## src/rtl/irq_controller_pkg.sv

```systemverilog
// irq_controller_pkg
//   Shared definitions for the interrupt controller: register byte offsets,
//   the bit position of the CLAIM valid flag and the bus FSM state type.
package irq_controller_pkg;

  localparam logic [3:0] IRQC_OFF_ENABLE  = 4'h0;
  localparam logic [3:0] IRQC_OFF_PENDING = 4'h4;
  localparam logic [3:0] IRQC_OFF_MODE    = 4'h8;
  localparam logic [3:0] IRQC_OFF_CLAIM   = 4'hC;

  localparam int IRQC_CLAIM_VALID_BIT = 31;

  typedef enum logic {
    ST_IDLE = 1'b0,
    ST_ACK  = 1'b1
  } bus_state_e;

endpackage

```

## src/rtl/irq_controller_if.sv

```systemverilog
// irq_controller_if
//   Peripheral register bus: select/wstrb/addr/data_i from the master,
//   registered ready/data_o back from the slave.
//   select  1   access request
//   wstrb   4   byte write strobes, 0 = read
//   addr    4   byte offset
//   data_i  32  write data
//   ready   1   one-cycle access acknowledge
//   data_o  32  read data, valid with ready
interface irq_controller_if;
  logic        select;
  logic [3:0]  wstrb;
  logic [3:0]  addr;
  logic [31:0] data_i;
  logic        ready;
  logic [31:0] data_o;

  modport master (output select, output wstrb, output addr, output data_i,
                  input ready, input data_o);
  modport slave  (input select, input wstrb, input addr, input data_i,
                  output ready, output data_o);
endinterface

```

## src/rtl/irqc_prio_enc.sv

```systemverilog
// irqc_prio_enc
//   Combinational lowest-index priority encoder.
//   req    NUM_IRQ  request vector
//   valid  1        any request set
//   id     5        index of the lowest set request (0 when none)
module irqc_prio_enc #(
  parameter int NUM_IRQ = 8
) (
  input  logic [NUM_IRQ-1:0] req,
  output logic               valid,
  output logic [4:0]         id
);

  // Scan from the top down so the lowest set index is the last one written.
  always_comb begin
    valid = 1'b0;
    id    = '0;
    for (int i = NUM_IRQ - 1; i >= 0; i--) begin
      if (req[i]) begin
        valid = 1'b1;
        id    = 5'(i);
      end
    end
  end

endmodule

```

## src/rtl/irq_controller.sv

```systemverilog
// irq_controller
//   Latches per-source interrupt requests into PENDING (edge or level per
//   MODE bit), masks them with ENABLE and drives one level interrupt line.
//   Registers: 0x0 ENABLE RW, 0x4 PENDING R/W1C, 0x8 MODE RW (1=level),
//   0xC CLAIM R.
//   Build option: IRQC_CLAIM_EN builds the claim priority encoder; without
//   it CLAIM reads 0 with no side effect.
//   clk      system clock
//   reset_n  asynchronous active-low reset
//   bus      register bus slave port
//   irq_src  raw interrupt source lines (bit 0 = systick)
//   cpu_irq  registered level interrupt to the core
//
//   state   | meaning
//   IDLE    | ready low, an asserted select is accepted this cycle
//   ACK     | ready high for one cycle, select ignored
module irq_controller
  import irq_controller_pkg::*;
#(
  parameter int NUM_IRQ = 8
) (
  input  logic               clk,
  input  logic               reset_n,
  irq_controller_if.slave    bus,
  input  logic [NUM_IRQ-1:0] irq_src,
  output logic               cpu_irq
);

  bus_state_e state_q, state_d;

  logic               access, is_write, is_read;
  logic [NUM_IRQ-1:0] wmask, wdata;
  logic [NUM_IRQ-1:0] enable_q, pending_q, mode_q, src_q;
  logic [NUM_IRQ-1:0] set, w1c, claim_clr, pending_d;
  logic [31:0]        rd_word, claim_word;
  logic               unused_bus;

  // Upper data/strobe bits are meaningless when NUM_IRQ < 32.
  assign unused_bus = ^{bus.data_i, bus.wstrb};

  always_ff @(posedge clk or negedge reset_n) begin
    if (!reset_n) state_q <= ST_IDLE;
    else          state_q <= state_d;
  end

  always_comb begin
    state_d = ST_IDLE;
    if (state_q == ST_IDLE && bus.select) state_d = ST_ACK;
  end

  assign bus.ready = (state_q == ST_ACK);
  assign access    = bus.select && (state_q == ST_IDLE);
  assign is_write  = access && (bus.wstrb != 4'b0000);
  assign is_read   = access && (bus.wstrb == 4'b0000);

  always_comb begin
    wmask = '0;
    for (int i = 0; i < NUM_IRQ; i++) wmask[i] = bus.wstrb[i / 8];
  end
  assign wdata = bus.data_i[NUM_IRQ-1:0];

`ifdef IRQC_CLAIM_EN
  logic       claim_valid;
  logic [4:0] claim_id;

  irqc_prio_enc #(.NUM_IRQ(NUM_IRQ)) u_prio_enc (
    .req   (pending_q & enable_q),
    .valid (claim_valid),
    .id    (claim_id)
  );

  always_comb begin
    claim_word = 32'(claim_id);
    claim_word[IRQC_CLAIM_VALID_BIT] = claim_valid;
    claim_clr = '0;
    for (int i = 0; i < NUM_IRQ; i++)
      claim_clr[i] = is_read && (bus.addr == IRQC_OFF_CLAIM) && claim_valid && (claim_id == 5'(i));
  end
`else
  assign claim_word = '0;
  assign claim_clr  = '0;
`endif

  // src_q always tracks, so a level->edge MODE change cannot create a set.
  assign set = irq_src & (mode_q | ~src_q);
  assign w1c = (is_write && bus.addr == IRQC_OFF_PENDING) ? (wdata & wmask) : '0;
  // A same-cycle set overrides any clear.
  assign pending_d = (pending_q & ~(w1c | claim_clr)) | set;

  always_comb begin
    rd_word = '0;
    case (bus.addr)
      IRQC_OFF_ENABLE:  rd_word[NUM_IRQ-1:0] = enable_q;
      IRQC_OFF_PENDING: rd_word[NUM_IRQ-1:0] = pending_q;
      IRQC_OFF_MODE:    rd_word[NUM_IRQ-1:0] = mode_q;
      IRQC_OFF_CLAIM:   rd_word = claim_word;
      default:          rd_word = '0;
    endcase
  end

  always_ff @(posedge clk or negedge reset_n) begin
    if (!reset_n) begin
      enable_q   <= '0;
      pending_q  <= '0;
      mode_q     <= '0;
      src_q      <= '0;
      cpu_irq    <= 1'b0;
      bus.data_o <= '0;
    end else begin
      src_q     <= irq_src;
      pending_q <= pending_d;
      cpu_irq   <= |(pending_q & enable_q);
      if (is_write && bus.addr == IRQC_OFF_ENABLE)
        enable_q <= (enable_q & ~wmask) | (wdata & wmask);
      if (is_write && bus.addr == IRQC_OFF_MODE)
        mode_q <= (mode_q & ~wmask) | (wdata & wmask);
      if (is_read)
        bus.data_o <= rd_word;
    end
  end

endmodule

```

## src/flat_wrapper.sv

```systemverilog
// flat-port wrapper written by rule: the top's interface ports become plain ports
module irq_controller_flat import irq_controller_pkg::*;
#(
  parameter int NUM_IRQ = 8
)
  (clk, reset_n, irq_src, cpu_irq, bus_select, bus_wstrb, bus_addr, bus_data_i, bus_ready, bus_data_o);
  irq_controller_if bus_i ();
  input  logic clk;
  input  logic reset_n;
  input  logic [NUM_IRQ-1:0] irq_src;
  output logic cpu_irq;
  input wire logic [$bits(bus_i.select)-1:0] bus_select;
  input wire logic [$bits(bus_i.wstrb)-1:0] bus_wstrb;
  input wire logic [$bits(bus_i.addr)-1:0] bus_addr;
  input wire logic [$bits(bus_i.data_i)-1:0] bus_data_i;
  output wire logic [$bits(bus_i.ready)-1:0] bus_ready;
  output wire logic [$bits(bus_i.data_o)-1:0] bus_data_o;
  assign bus_i.select = bus_select;
  assign bus_i.wstrb = bus_wstrb;
  assign bus_i.addr = bus_addr;
  assign bus_i.data_i = bus_data_i;
  assign bus_ready = bus_i.ready;
  assign bus_data_o = bus_i.data_o;
  irq_controller #(.NUM_IRQ(NUM_IRQ)) u_core (.clk(clk), .reset_n(reset_n), .bus(bus_i), .irq_src(irq_src), .cpu_irq(cpu_irq));
endmodule
```

## config.mk

```make
export PLATFORM = sky130hd
export DESIGN_NAME = irq_controller_flat
export DESIGN_NICKNAME = d
export VERILOG_FILES = /design/src/rtl/irq_controller_pkg.sv /design/src/rtl/irq_controller_if.sv /design/src/rtl/irqc_prio_enc.sv /design/src/rtl/irq_controller.sv /design/src/flat_wrapper.sv
export SDC_FILE = /design/constraint.sdc
export NUM_CORES = 1
export LEC_CHECK = 0
export ABC_AREA = 1
export CAP_MARGIN = 20
export CORE_MARGIN = 4
export CORE_UTILIZATION = 46
export CTS_CLUSTER_SIZE = 10
export DETAILED_ROUTE_END_ITERATION = 7
export GPL_TIMING_DRIVEN = 0
export HOLD_SLACK_MARGIN = 0.05
export PLACE_DENSITY_LB_ADDON = 0.05
export SETUP_SLACK_MARGIN = 0.02
export SYNTH_ARGS = -nofsm -noshare
export SYNTH_HDL_FRONTEND = slang
export SYNTH_SLANG_ARGS = --single-unit
export TNS_END_PERCENT = 50
```

## constraint.sdc

```tcl
create_clock -name clk -period 1.95 [get_ports clk]
set_clock_uncertainty 0.15 [all_clocks]
set_input_delay 0.2925 -clock clk [delete_from_list [all_inputs] [get_ports clk]]
set_output_delay 0.2925 -clock clk [all_outputs]
set_load 0.02 [all_outputs]
```

==> flow_results.xml, run 1 <==
<?xml version="1.0" encoding="UTF-8"?>
<metrics>
  <group name="route">
    <metric name="detail_route.first_pass.iterations" unit="">4</metric>
    <metric name="via_per_inst" unit="">4.60</metric>
    <metric name="routed_wl_per_cell" unit="um">11.9</metric>
    <metric name="drtAntennaViolNets" unit="">0</metric>
    <metric name="drt_iter0_drc" unit="">49</metric>
    <metric name="wl" unit="um">4370</metric>
    <metric name="post-route-drc-count" unit="">0</metric>
    <metric name="routed-via-count" unit="">1699</metric>
  </group>
  <group name="logic_synthesis">
    <metric name="synthesis.yosys.warnings" unit="">0</metric>
    <metric name="yosys_register_bits" unit="">42</metric>
    <metric name="syn_inst" unit="">248</metric>
    <metric name="yosys.area.top_type" unit="">sky130_fd_sc_hd__dfrtp_1</metric>
    <metric name="synth.yosys.seq_area_share" unit="">0.497</metric>
    <metric name="synth_cell_types" unit="">22</metric>
    <metric name="synth_area_leaders" unit="">sky130_fd_sc_hd__dfrtp_1 (50%), sky130_fd_sc_hd__nand2_1 (15%), sky130_fd_sc_hd__nand3_1 (9.5%), sky130_fd_sc_hd__buf_4 (8.9%), sky130_fd_sc_hd__o21ai_0 (3.3%)</metric>
    <metric name="post_synth.cell_area_avg" unit="um^2">8.52</metric>
    <metric name="netlist_area" unit="um^2">2110</metric>
    <metric name="synth_top_area_frac" unit="">0.497</metric>
  </group>
  <group name="pwr">
    <metric name="leakage" unit="nW">1.42</metric>
    <metric name="fin_total_pwr" unit="W">0.00204</metric>
    <metric name="ir_worst_vdd" unit="mV">0.391</metric>
    <metric name="power-per-cell-area" unit="nW/um^2">744</metric>
  </group>
  <group name="final_layout">
    <metric name="antenna_cell_count" unit="">0</metric>
    <metric name="final_core_utilization" unit="">0.621</metric>
    <metric name="fillers" unit="">408</metric>
    <metric name="layout.cells.most_common" unit="">sky130_fd_sc_hd__nand2_1</metric>
    <metric name="nets" unit="">367</metric>
    <metric name="areaGrowthSynthToFinish" unit="%">29.7</metric>
    <metric name="drive_above_1_share" unit="">0.170</metric>
    <metric name="final_cell_mix" unit="">sky130_fd_sc_hd__nand2_1 (87), sky130_fd_sc_hd__dfrtp_1 (42), sky130_fd_sc_hd__nand3_1 (40)</metric>
  </group>
  <group name="sta">
    <metric name="setup_ws" unit="ns">0.203</metric>
    <metric name="worst_slew_margin_rel" unit="">0.561</metric>
    <metric name="rsz0062_at_grt" unit="">no</metric>
    <metric name="endpoints_failing_setup" unit="">0</metric>
    <metric name="maxClockFrequency" unit="MHz">572</metric>
    <metric name="fin_crit_sh" unit="">0.896</metric>
    <metric name="final-hold-violation-count" unit="">0</metric>
    <metric name="layout_min_cycle_time" unit="ns">1.75</metric>
    <metric name="slew_viol_final" unit="">0</metric>
    <metric name="worst_slew_pin_slew" unit="ns">0.656</metric>
    <metric name="fin_tns_setup" unit="ns">0</metric>
  </group>
  <group name="setup_path">
    <metric name="timing.critical_path.fanout_max" unit="">8</metric>
    <metric name="worst-setup-path-type" unit="">in2reg</metric>
    <metric name="cp.buffers_inverters" unit="">2</metric>
    <metric name="critical-path-slowest-cell" unit="">sky130_fd_sc_hd__clkdlybuf4s50_1</metric>
    <metric name="worst_path_dominant_cell_family" unit="">simple AND/OR/NAND/NOR gates</metric>
    <metric name="critical_path.max_stage_delay" unit="ns">0.61</metric>
    <metric name="worst_r2r_endpoint" unit="">u_core.pending_q[7]</metric>
    <metric name="worstRegToRegCells" unit="">6</metric>
    <metric name="worstPathCellList" unit="">clkdlybuf4s50_1 -&gt; inv_1 -&gt; nor2_1 -&gt; nand3_1 -&gt; nand2_1 -&gt; nand2_1</metric>
    <metric name="rrSetupSlack" unit="ns">0.42</metric>
    <metric name="critPathArrivalTime" unit="ns">1.79</metric>
    <metric name="worst_ep_required_time" unit="ns">2.00</metric>
    <metric name="critical_path.most_common_cell" unit="">sky130_fd_sc_hd__nand2_1</metric>
    <metric name="worst_setup_path_start_kind" unit="">input port</metric>
    <metric name="worstSetupEndpointType" unit="">register</metric>
    <metric name="rr_startpoint" unit="">u_core.bus.ready</metric>
  </group>
  <group name="clock_network">
    <metric name="cts.hold.buffers_added" unit="">1</metric>
    <metric name="post_cts.resized_instances" unit="">0</metric>
    <metric name="post-cts-setup-buffers" unit="">0</metric>
    <metric name="worst_setup_hold_path_clk_slew" unit="ns">0.08</metric>
    <metric name="cts_tree" unit="">yes</metric>
    <metric name="latest_clock_arrival_within_the_worst_skew_pair" unit="ns">0.30</metric>
    <metric name="root_buffer" unit="">sky130_fd_sc_hd__clkbuf_8</metric>
    <metric name="cts-buffers-inserted" unit="">5</metric>
    <metric name="cts.sink_count" unit="">42</metric>
    <metric name="h_tree_level_count" unit="">2</metric>
    <metric name="cts_max_path_buffers" unit="">2</metric>
  </group>
  <group name="floorplan">
    <metric name="chipHeight" unit="um">75.8</metric>
    <metric name="fp-row-count" unit="">24</metric>
    <metric name="initial_utilization" unit="">0.479</metric>
    <metric name="fp.dieArea" unit="um^2">5740</metric>
    <metric name="dieWidth" unit="um">75.8</metric>
    <metric name="io_pins" unit="">85</metric>
    <metric name="design.core.area" unit="um^2">4410</metric>
  </group>
  <group name="global_routing">
    <metric name="largest_net_degree_at_the_start_of_global_routing" unit="">26</metric>
    <metric name="first_global_vias" unit="">1562</metric>
    <metric name="first_pass_grt_wire_length" unit="um">7420</metric>
    <metric name="antenna_found_initial" unit="">0</metric>
    <metric name="residual_overflow_from_global_routing" unit="">0</metric>
    <metric name="grtUsageTotal" unit="">0.174</metric>
  </group>
  <group name="placed_design">
    <metric name="port_buf_inserts" unit="">36</metric>
    <metric name="dpl_worst_slack" unit="ns">-0.131</metric>
    <metric name="place.gp.congestion" unit="">0.814</metric>
    <metric name="hpwl" unit="um">3320</metric>
  </group>
  <group name="status">
    <metric name="run_status" unit="">complete, no violations</metric>
  </group>
  <group name="flow_run">
    <metric name="cap_violations" unit="">0</metric>
  </group>
  <group name="hold_path">
    <metric name="min-delay-path-class" unit="">in2async</metric>
  </group>
</metrics>
==> worst max path at each step <==
stage | start | slack, ns | cells past startpoint | end
final | bus_wstrb[0] | 0.20 | 6 | u_core.pending_q[7]
after detailed placement | bus_wstrb[0] | -0.13 | 6 | u_core.pending_q[0]
after global routing | bus_wstrb[0] | 0.09 | 6 | u_core.pending_q[4]
after floorplan | u_core.bus.ready | 0.50 | 7 | u_core.bus.data_o[0]
after global placement | reset_n | -0.65 | 1 | u_core.pending_q[5]
after CTS | bus_wstrb[0] | 0.18 | 6 | u_core.pending_q[7]
==> cells by family (layout without fill, tap and decap cells) <==
kind of cell | Yosys count | count (layout) | synth area share
buf+inv | 44 | 90 | 0.129
simple gates | 145 | 145 | 0.330
compound gates | 16 | 16 | 0.0414
other cells | 1 | 24 | 0.00177
flops | 42 | 42 | 0.497
==> where the power goes <==
part,leakage (nW),total (W),switching [W],internal [W]
Clock,0.0482,0.000582,0.000296,0.000286
Combinational,0.883,0.000434,0.000238,0.000196
Sequential,0.489,0.00102,0.0000564,0.000968
==> synthesized netlist by cell type <==
master                     n
sky130_fd_sc_hd__nand3_1  40
sky130_fd_sc_hd__nand2_2   2
sky130_fd_sc_hd__nor2_2    1
sky130_fd_sc_hd__dfrtp_1  42
sky130_fd_sc_hd__nor2_1    2
sky130_fd_sc_hd__buf_8     1
sky130_fd_sc_hd__nor2_4    4
sky130_fd_sc_hd__nand2_4   2
sky130_fd_sc_hd__o21ai_0  14
sky130_fd_sc_hd__nor2_8    1
sky130_fd_sc_hd__or2_2     1
sky130_fd_sc_hd__nand2_1  87
sky130_fd_sc_hd__nand4_2   1
sky130_fd_sc_hd__inv_2     2
sky130_fd_sc_hd__buf_2     2
sky130_fd_sc_hd__buf_4    25
sky130_fd_sc_hd__nand2_8   1
sky130_fd_sc_hd__o21ai_2   2
sky130_fd_sc_hd__and2_1    1
sky130_fd_sc_hd__nand4_1   2
sky130_fd_sc_hd__conb_1    1
sky130_fd_sc_hd__inv_1    14
==> layer usage <==
| metal | track usage | vias up | part of all wire |
|---|---|---|---|
| met5 | 0 | - | 0 |
| met3 | 0.0475 | 7 | 0.081 |
| met2 | 0.274 | 55 | 0.45 |
| li1 | - | 882 | - |
| met1 | 0.231 | 755 | 0.45 |
| met4 | 0.0583 | 0 | 0.015 |
==> through the flow <==
stage / instance area [um^2] / hold WS, ns / std cells
finish: 2740 / 0.303 / 369
global route: 2740 / 0.301 / 369
CTS: 2740 / 0.302 / 369
detailed placement: 2640 / 0.101 / 360
global placement: 2630 / 0.313 / 359
floorplan: 2200 / -0.153 / 271
==> final cells by class <==
| cell class | instances | area [um^2] | area share |
|---|---|---|---|
| timing repair buffer | 38 | 385 | 0.141 |
| buffer | 28 | 213 | 0.0776 |
| clock buffer | 7 | 86.3 | 0.0315 |
| multi-input combinational | 185 | 876 | 0.319 |
| sequential | 42 | 1050 | 0.383 |
| clock inverter | 1 | 5.00 | 0.00183 |
| inverter | 16 | 60.1 | 0.0219 |
| tap | 52 | 65.1 | 0.0237 |
(Power assumes the default switching activity.)
==> run 2, diff against run 1 <==
--- a/config.mk
+++ b/config.mk
@@ -14,7 +14,7 @@
 export GPL_TIMING_DRIVEN = 0
 export HOLD_SLACK_MARGIN = 0.05
 export PLACE_DENSITY_LB_ADDON = 0.05
-export SETUP_SLACK_MARGIN = 0.02
+export SETUP_SLACK_MARGIN = 0.4
 export SYNTH_ARGS = -nofsm -noshare
 export SYNTH_HDL_FRONTEND = slang
 export SYNTH_SLANG_ARGS = --single-unit
==> constraint.sdc (replaced) <==
create_clock -name clk -period 2.15 [get_ports clk]
set_clock_uncertainty 0.15 [all_clocks]
set_input_delay 0.3225 -clock clk [delete_from_list [all_inputs] [get_ports clk]]
set_output_delay 0.3225 -clock clk [all_outputs]
set_load 0.02 [all_outputs]
==> run 2 against run 1 <==
  * Non-clock buffer count stayed put
  * Global-route usage stayed put
  * Wire length is 0.18% lower
  * Via count is 1.0% higher
  * Final cell count stayed put
  * Worst setup slack better by 0.22 ns
  * Design area is 0.46% higher
  * Register-to-register slack better by 0.18 ns
  * Combinational power is 9.0% lower
  * Critical path type is now reg2out
  * Largest power group unchanged
  * Die area stayed put
  * Clock-buffer cell count stayed put
  * Worst hold slack better by 0.029 ns
==> flow_results.xml, run 2 (synthesized netlist as in run 1, its figures left out) <==
<?xml version="1.0" encoding="UTF-8"?>
<metrics>
  <group name="final_layout">
    <metric name="final_cell_mix" unit="">sky130_fd_sc_hd__nand2_1 (87), sky130_fd_sc_hd__dfrtp_1 (42), sky130_fd_sc_hd__nand3_1 (40)</metric>
    <metric name="layout.cells.most_common" unit="">sky130_fd_sc_hd__nand2_1</metric>
    <metric name="antenna_cell_count" unit="">0</metric>
    <metric name="drive_above_1_share" unit="">0.174</metric>
    <metric name="areaGrowthSynthToFinish" unit="%">30.3</metric>
    <metric name="fillers" unit="">410</metric>
    <metric name="nets" unit="">367</metric>
    <metric name="final_core_utilization" unit="">0.624</metric>
    <metric name="postLayoutCellArea" unit="um^2">2750</metric>
  </group>
  <group name="clock_network">
    <metric name="h_tree_level_count" unit="">2</metric>
    <metric name="latest_clock_arrival_within_the_worst_skew_pair" unit="ns">0.29</metric>
    <metric name="cts.sink_count" unit="">42</metric>
    <metric name="root_buffer" unit="">sky130_fd_sc_hd__clkbuf_8</metric>
    <metric name="worst_setup_hold_path_clk_slew" unit="ns">0.08</metric>
    <metric name="cts_tree" unit="">yes</metric>
    <metric name="cts_max_path_buffers" unit="">2</metric>
    <metric name="cts-buffers-inserted" unit="">5</metric>
  </group>
  <group name="setup_path">
    <metric name="worst_setup_path_start_kind" unit="">register</metric>
    <metric name="worstPathCellList" unit="">clkdlybuf4s50_1</metric>
    <metric name="critical_path.max_stage_delay" unit="ns">0.61</metric>
    <metric name="critical-path-slowest-cell" unit="">sky130_fd_sc_hd__clkdlybuf4s50_1</metric>
    <metric name="worstSetupEndpointType" unit="">output port</metric>
    <metric name="worst_path_dominant_cell_family" unit="">buffers and inverters</metric>
    <metric name="timing.critical_path.fanout_max" unit="">2</metric>
    <metric name="worst_ep_required_time" unit="ns">1.68</metric>
    <metric name="worst-setup-path-type" unit="">reg2out</metric>
    <metric name="critPathArrivalTime" unit="ns">1.26</metric>
    <metric name="cp.buffers_inverters" unit="">1</metric>
  </group>
  <group name="sta">
    <metric name="slew_viol_final" unit="">0</metric>
    <metric name="rsz0062_at_grt" unit="">yes</metric>
    <metric name="endpoints_failing_setup" unit="">0</metric>
    <metric name="final-hold-violation-count" unit="">0</metric>
    <metric name="layout_min_cycle_time" unit="ns">1.73</metric>
    <metric name="worst_hold_slack" unit="ns">0.332</metric>
    <metric name="setup_ws" unit="ns">0.422</metric>
    <metric name="fin_tns_setup" unit="ns">0</metric>
    <metric name="maxClockFrequency" unit="MHz">579</metric>
    <metric name="fin_crit_sh" unit="">0.804</metric>
  </group>
  <group name="global_routing">
    <metric name="antenna_found_initial" unit="">0</metric>
    <metric name="residual_overflow_from_global_routing" unit="">0</metric>
    <metric name="largest_net_degree_at_the_start_of_global_routing" unit="">26</metric>
    <metric name="first_pass_grt_wire_length" unit="um">7420</metric>
    <metric name="grtUsageTotal" unit="">0.174</metric>
    <metric name="first_global_vias" unit="">1562</metric>
  </group>
  <group name="floorplan">
    <metric name="io_pins" unit="">85</metric>
    <metric name="design.core.area" unit="um^2">4410</metric>
    <metric name="chipHeight" unit="um">75.8</metric>
    <metric name="dieWidth" unit="um">75.8</metric>
    <metric name="fp.dieArea" unit="um^2">5740</metric>
    <metric name="initial_utilization" unit="">0.479</metric>
    <metric name="fp-row-count" unit="">24</metric>
  </group>
  <group name="placed_design">
    <metric name="placement.cell_area" unit="um^2">2640</metric>
    <metric name="port_buf_inserts" unit="">36</metric>
    <metric name="place.gp.congestion" unit="">0.814</metric>
    <metric name="dpl_worst_slack" unit="ns">0.0393</metric>
    <metric name="hpwl" unit="um">3320</metric>
  </group>
  <group name="route">
    <metric name="routed-via-count" unit="">1716</metric>
    <metric name="via_per_inst" unit="">4.65</metric>
    <metric name="post-route-drc-count" unit="">0</metric>
    <metric name="wl" unit="um">4370</metric>
    <metric name="detail_route.first_pass.iterations" unit="">4</metric>
    <metric name="routed_wl_per_cell" unit="um">11.8</metric>
    <metric name="drt_iter0_drc" unit="">44</metric>
    <metric name="drtAntennaViolNets" unit="">0</metric>
  </group>
  <group name="hold_path">
    <metric name="min-delay-path-class" unit="">in2async</metric>
  </group>
  <group name="pwr">
    <metric name="leakage" unit="nW">1.45</metric>
    <metric name="power-per-cell-area" unit="nW/um^2">672</metric>
    <metric name="ir_worst_vdd" unit="mV">0.355</metric>
  </group>
  <group name="status">
    <metric name="run_status" unit="">complete, no violations</metric>
  </group>
  <group name="flow_run">
    <metric name="cap_violations" unit="">0</metric>
  </group>
</metrics>
==> run 2: final timing paths <==
kind / cells past startpoint / start / to / slack, ns
worst max-delay path: 1 / u_core.bus.data_o[2] / bus_data_o[2] / 0.42
min in group clk: 2 / u_core.bus.data_o[3] / u_core.bus.data_o[3] / 0.33
worst min register to register: 2 / u_core.bus.data_o[3] / u_core.bus.data_o[3] / 0.33
max in group asynchronous: 3 / reset_n / async pin / 1.05
worst min-delay path: 2 / reset_n / u_core.src_q[4] / 0.33
worst max register to register: 7 / u_core.bus.ready / u_core.bus.data_o[1] / 0.60
==> run 2: stage by stage <==
| step | power [W] | instances |
|---|---|---|
| 2_1_floorplan | 0.00117 | 271 |
| 3_3_place_gp | 0.00133 | 359 |
| 3_5_place_dp | 0.00134 | 360 |
| 4_1_cts | 0.00187 | 369 |
| 5_1_grt | 0.00196 | 369 |
| 6_report | 0.00185 | 369 |
==> run 2: where the power goes <==
group	internal, W	total [W]	switching, W	leakage, nW
Combinational	0.000178	0.000395	0.000217	0.910
Clock	0.000259	0.000527	0.000268	0.0482
Sequential	0.000878	0.000929	0.0000512	0.489
==> run 2: worst register-to-register path, cell delays in order (launching register included) <==
cell and delay [ns]:
sky130_fd_sc_hd__dfrtp_1 0.38, sky130_fd_sc_hd__inv_1 0.05, sky130_fd_sc_hd__nand2_1 0.07, sky130_fd_sc_hd__inv_1 0.19, sky130_fd_sc_hd__nand4_2 0.24, sky130_fd_sc_hd__inv_1 0.26
sky130_fd_sc_hd__nand2_1 0.10, sky130_fd_sc_hd__nand2_1 0.06
==> run 2: repair_timing <==
item                                    4_1_cts  5_1_grt
gates resized for setup                       1        3
hold buffers                                  1        0
setup buffers                                 0        0
endpoints found under the hold margin        17        0
endpoints found under the setup margin        8       26
==> run 2: area by class of cell <==
class                           count  area [um^2]  area share
Inverter                           16         60.1      0.0218
Tap cell                           52         65.1      0.0236
Clock inverter                      1         5.00     0.00182
Clock buffer                        7         86.3      0.0313
Sequential cell                    42         1050       0.382
Multi-Input combinational cell    185          883       0.321
Buffer                             28          213      0.0772
Timing Repair Buffer               38          390       0.142
==> run 2: layer usage <==
metal	vias up	part of all wire	track usage
met4	0	0.015	0.0583
met3	7	0.082	0.0475
met1	764	0.45	0.231
li1	884	-	-
met5	-	0	0
met2	61	0.45	0.274
